===== src/rtl/ex_operand_stage.sv =====
// ID/EX boundary register: operand resolution, forwarding, load-use bubbles.
// Define EX_OPERAND_FWD_EN to enable EX/MEM/WB forwarding; otherwise dependent instructions stall.
module ex_operand_stage #(
  parameter int unsigned XLEN   = 32,
  parameter int unsigned REG_AW = 5
) (
  input  logic              clk,
  input  logic              rst,
  input  logic              id_valid,
  input  logic [XLEN-1:0]   id_pc,
  input  logic [REG_AW-1:0] id_rs1,
  input  logic [REG_AW-1:0] id_rs2,
  input  logic [REG_AW-1:0] id_rd,
  input  logic              id_use_rs1,
  input  logic              id_use_rs2,
  input  logic [XLEN-1:0]   id_rs1_data,
  input  logic [XLEN-1:0]   id_rs2_data,
  input  logic [XLEN-1:0]   id_imm,
  input  logic              id_src1_pc,
  input  logic              id_src2_imm,
  input  logic [4:0]        id_funct_select,
  input  logic              id_reg_write,
  input  logic              id_is_load,
  input  logic [XLEN-1:0]   ex_result,
  input  logic              mem_valid,
  input  logic              mem_reg_write,
  input  logic [REG_AW-1:0] mem_rd,
  input  logic [XLEN-1:0]   mem_result,
  input  logic              wb_valid,
  input  logic              wb_reg_write,
  input  logic [REG_AW-1:0] wb_rd,
  input  logic [XLEN-1:0]   wb_result,
  input  logic              stall_in,
  input  logic              flush,
  output logic              hazard_stall,
  output logic              ex_valid,
  output logic              ex_reg_write,
  output logic              ex_is_load,
  output logic [REG_AW-1:0] ex_rd,
  output logic [XLEN-1:0]   ex_pc,
  output logic [XLEN-1:0]   alu_in1,
  output logic [XLEN-1:0]   alu_in2,
  output logic [4:0]        funct_select,
  output logic [XLEN-1:0]   ex_store_data
);

  logic [XLEN-1:0] fwd_rs1;
  logic [XLEN-1:0] fwd_rs2;
  logic            ex_wr_ok;
  logic            mem_wr_ok;
  logic            wb_wr_ok;

  // A writer at rd hits the decoding instruction if rd is nonzero and matches a used source.
  function automatic logic rd_hit(input logic wr, input logic [REG_AW-1:0] rd,
                                  input logic [REG_AW-1:0] rs1, input logic [REG_AW-1:0] rs2,
                                  input logic u1, input logic u2);
    return wr && (rd != '0) && ((u1 && (rd == rs1)) || (u2 && (rd == rs2)));
  endfunction

  assign mem_wr_ok = mem_valid && mem_reg_write;
  assign wb_wr_ok  = wb_valid && wb_reg_write;

`ifdef EX_OPERAND_FWD_EN
  // Loads have no result yet in EX, so they are excluded from EX forwarding.
  assign ex_wr_ok = ex_valid && ex_reg_write && !ex_is_load;

  always_comb begin
    fwd_rs1 = id_rs1_data;
    if (id_rs1 == '0)                           fwd_rs1 = '0;
    else if (ex_wr_ok  && (ex_rd  == id_rs1))   fwd_rs1 = ex_result;
    else if (mem_wr_ok && (mem_rd == id_rs1))   fwd_rs1 = mem_result;
    else if (wb_wr_ok  && (wb_rd  == id_rs1))   fwd_rs1 = wb_result;
  end

  always_comb begin
    fwd_rs2 = id_rs2_data;
    if (id_rs2 == '0)                           fwd_rs2 = '0;
    else if (ex_wr_ok  && (ex_rd  == id_rs2))   fwd_rs2 = ex_result;
    else if (mem_wr_ok && (mem_rd == id_rs2))   fwd_rs2 = mem_result;
    else if (wb_wr_ok  && (wb_rd  == id_rs2))   fwd_rs2 = wb_result;
  end

  assign hazard_stall = id_valid &&
                        rd_hit(ex_valid && ex_is_load, ex_rd, id_rs1, id_rs2, id_use_rs1, id_use_rs2);
`else
  logic fwd_unused;

  assign ex_wr_ok   = ex_valid && ex_reg_write;
  assign fwd_unused = ^{ex_result, mem_result, wb_result};

  assign fwd_rs1 = (id_rs1 == '0) ? '0 : id_rs1_data;
  assign fwd_rs2 = (id_rs2 == '0) ? '0 : id_rs2_data;

  // Without forwarding, hold ID until every in-flight writer of a source has retired.
  assign hazard_stall = id_valid &&
                        (rd_hit(ex_wr_ok,  ex_rd,  id_rs1, id_rs2, id_use_rs1, id_use_rs2) ||
                         rd_hit(mem_wr_ok, mem_rd, id_rs1, id_rs2, id_use_rs1, id_use_rs2) ||
                         rd_hit(wb_wr_ok,  wb_rd,  id_rs1, id_rs2, id_use_rs1, id_use_rs2));
`endif

  always_ff @(posedge clk) begin
    if (rst) begin
      ex_valid      <= 1'b0;
      ex_reg_write  <= 1'b0;
      ex_is_load    <= 1'b0;
      ex_rd         <= '0;
      ex_pc         <= '0;
      alu_in1       <= '0;
      alu_in2       <= '0;
      funct_select  <= '0;
      ex_store_data <= '0;
    end else if (!stall_in) begin
      if (flush || hazard_stall) begin
        ex_valid      <= 1'b0;
        ex_reg_write  <= 1'b0;
        ex_is_load    <= 1'b0;
        ex_rd         <= '0;
        ex_pc         <= '0;
        alu_in1       <= '0;
        alu_in2       <= '0;
        funct_select  <= '0;
        ex_store_data <= '0;
      end else begin
        ex_valid      <= id_valid;
        ex_reg_write  <= id_reg_write;
        ex_is_load    <= id_is_load;
        ex_rd         <= id_rd;
        ex_pc         <= id_pc;
        alu_in1       <= id_src1_pc ? id_pc : fwd_rs1;
        alu_in2       <= id_src2_imm ? id_imm : fwd_rs2;
        funct_select  <= id_funct_select;
        ex_store_data <= fwd_rs2;
      end
    end
  end

endmodule


===== config.mk =====
export PLATFORM = sky130hd
export DESIGN_NAME = ex_operand_stage
export DESIGN_NICKNAME = d
export VERILOG_FILES = /design/src/rtl/ex_operand_stage.sv
export SDC_FILE = /design/constraint.sdc
export NUM_CORES = 1
export LEC_CHECK = 0
export ABC_AREA = 1
export BUFFER_PORTS_ARGS = -buffer_cell sky130_fd_sc_hd__buf_2
export CAP_MARGIN = 30
export CORE_AREA = 2 2 158 160
export DETAILED_ROUTE_END_ITERATION = 8
export DIE_AREA = 0 0 160 162
export GPL_TIMING_DRIVEN = 0
export SLEW_MARGIN = 20
export SYNTH_ARGS = -nofsm -noshare
export SYNTH_HDL_FRONTEND = slang
export SYNTH_SLANG_ARGS = --single-unit

===== constraint.sdc =====
create_clock -name clk -period 2.45 [get_ports clk]
set_clock_uncertainty 0.2 [all_clocks]
set_input_delay 0.245 -clock clk [delete_from_list [all_inputs] [get_ports clk]]
set_output_delay 0.245 -clock clk [all_outputs]
set_load 0.05 [all_outputs]

==> results.sh <==
export IMPL_synth_net_count=1403
export IMPL_coreArea_um2=24100
export IMPL_hold_viol_final=0
export IMPL_slew_headroom_pct=45.5
export IMPL_worstPathArrival_ns=1.80
export IMPL_yosysUniqueCellTypes=23
export IMPL_clock_latency_ns=0.42
export IMPL_critPathSlowestCell="dfxtp_2"
export IMPL_rows=57
export IMPL_clockRootBuffer="clkbuf_16"
export IMPL_critical_path_max_stage_delay_ns=0.39
export IMPL_end_kind="primary output"
export IMPL_die_h_um=162
export IMPL_drt_pass1_iterations=5
export IMPL_final_common_cell="buf_2"
export IMPL_wl_per_cell_um=15.9
export IMPL_powerDensity_nw_per_um2=593
export IMPL_drv_slew=0
export IMPL_cts_clk_slew_worst_paths_ns=0.07
export IMPL_tightest_slew_ns=0.818
export IMPL_drive_gt1_share_pct=32.0
export IMPL_finalSetupTns_ns=0
export IMPL_timing_final_crit_share_pct=91.8
export IMPL_async_reset_ff_share_pct=0
export IMPL_outcome="complete, no violations"
export IMPL_mostFrequentLayoutCells="buf_2 (330), nand2_1 (254), nor2_1 (165), a21oi_1 (153), dfxtp_1 (136)"
export IMPL_die_area_um2=25900
export IMPL_antenna_found_initial=1
export IMPL_synthesis_area_um2=7750
export IMPL_min_period_ns=2.25
export IMPL_grt_overflow=0
export IMPL_h_tree_depth=4
export IMPL_crit_type="reg -> out"
export IMPL_synth_edf_count=0
export IMPL_grt_pass1_vias=8559
export IMPL_ys_ff_latch=141
export IMPL_drcViolationCount=0
export IMPL_cp_max_fo=16
export IMPL_crit_path_cell_trace="inv_1 > nand2_1 > nand2_1 > nor2_1 > nand3_1 > nand2_1 > nand2_1 > nand3_2 > nand2_8 > inv_1 > buf_6"
export IMPL_fin_cells=1855
export IMPL_seq_area_frac_synth_pct=36.4
export IMPL_leakage_uw=0.00502
export IMPL_vias_per_cell=4.84
export IMPL_syn_inst=1134
export IMPL_dominantRegCellSynth="dfxtp_1"
export IMPL_setup_violations=0
export IMPL_max_freq_ghz=0.444
export IMPL_cpMostUsedCell="nand2_1"
export IMPL_synth_top_cell_by_area="dfxtp_1"
export IMPL_final_nets=1785
export IMPL_dp_hpwl_um=22100
export IMPL_hold_class="in -> reg"
export IMPL_syn2layout_area_growth_pct=39.8
export IMPL_start_util_pct=32.2
export IMPL_numCtsBuffers=17
export IMPL_yosysWarnings=0
export IMPL_drt_wl_total_um=29500
export IMPL_tritoncts="done"
export IMPL_final_antenna_net_count=0
export IMPL_critical_path_buf_inv_count=3
export IMPL_grt_usage_pct=22.1
export IMPL_io_pins=411
export IMPL_first_iter_violations=580
export IMPL_dp_cells=1769
export IMPL_rsz0062_at_grt="false"
export IMPL_vdd_ir_drop_worst_uv=377
export IMPL_avgSynthCellArea_um2=6.84
export IMPL_grt_pass1_wl_um=45600
export IMPL_vias=8985
export IMPL_synth_top_area_share_pct=36.4
export IMPL_grt_max_degree=17
export IMPL_ys_top_cells_by_area="dfxtp_1 (36%), nand2_1 (12%), nand3_2 (10%), a21oi_1 (9.9%), nor2_1 (8.0%)"
export IMPL_routabilityCongestion=0.916
export IMPL_critPathLaunchType="flip-flop"
export IMPL_critPathTopFamily="simple AND/OR/NAND/NOR gates"
export IMPL_port_buffer_count=311
export IMPL_maxCapViolCount=0
export IMPL_dieWidth_um=160
export IMPL_required_ns=2.01
export IMPL_clock_path_buffers=2
export IMPL_numClockSinks=141
## worst min-delay path: cells and delay by family
family / cells / cell delay (ns)
and+or+nand+nor: 3 / 0.22
buffers and inverters: 1 / 0.09
AOI/OAI and AO/OA: 1 / 0.04
## layout make-up
cell class                 count  area, um2
clock inverter                12        135
tap                          324        405
timing repair buffer         364       2090
buffer                        95        480
antenna                        2       5.00
clock buffer                  20        437
fill                        2595      13300
inverter                      75        282
sequential                   141       2830
multi-input combinational    822       4180
## metrics by stage
stage | util (%) | hold WS (ns) | cell area (um2) | worst slack (ns) | total power [uW]
after CTS | 44.9 | 0.000858 | 10800 | 0.00533 | 6470
final | 45.0 | 0.0185 | 10800 | 0.200 | 6420
after floorplan | - | 0.265 | 7750 | 0.201 | 3370
after global placement | 40.3 | 0.250 | 9720 | 0.220 | 3810
after global routing | 45.0 | 0.0267 | 10800 | 0.0121 | 6710
after detailed placement | 40.3 | 0.252 | 9720 | 0.210 | 3810
## state kept, by name, indices dropped and copies added, names as in the netlist
signal	cells
alu_in1	32
alu_in2	32
ex_is_load	1
ex_pc	32
ex_rd	5
ex_reg_write	1
ex_store_data	32
ex_valid	1
funct_select	5
## timing repair
item                       4_1_cts  5_1_grt
buffers inserted                 0        0
resized for setup                5        4
hold endpoints to repair        53        0
setup endpoints to repair        1        1
hold buffers                    53        0
## path summary, 6_finish.rpt
kind	endpoint	slack (ns)	from	depth (start not counted)
worst max-delay path	hazard_stall	0.20	ex_rd[3]$_SDFFE_PP0N_	11
worst min-delay path	ex_store_data[20]$_SDFFE_PP0N_	0.02	id_rs2_data[20]	5
worst max register to register	alu_in2[26]$_SDFFE_PP0N_	0.48	ex_rd[3]$_SDFFE_PP0N_	13
worst min register to register	ex_store_data[10]$_SDFFE_PP0N_	0.26	ex_store_data[10]$_SDFFE_PP0N_	2
## where the power goes
| part | internal (uW) | switching (uW) |
|---|---|---|
| sequential | 2390 | 56.3 |
| combinational | 448 | 943 |
| clock | 1510 | 1080 |
| total | 4350 | 2080 |
## synth_stat cells, types with 2 or more instances
cell type	count
dfxtp_1	141
buf_8	6
a211oi_1	32
buf_6	2
nor2_1	166
buf_2	21
buf_1	2
clkbuf_1	64
nor3_1	35
inv_1	64
nand4_1	2
a21oi_2	21
a21oi_1	153
o21ai_0	2
nand3_2	81
inv_2	10
nand2_1	254
nand3_1	73
## logic make-up after synthesis
| group | synth area share [%] |
|---|---|
| AOI/OAI and AO/OA | 15.7 |
| buffers and inverters | 9.89 |
| DFF | 36.4 |
| and+or+nand+nor | 38.1 |
## routing by layer
metal / global-route usage (%) / wire length, um
met2: 36.2 / 13900
met4: 9.38 / 869
met1: 28.9 / 13200
met5: 0 / 0
met3: 3.68 / 1550
Note: power is estimated with default switching activity, not from simulation.
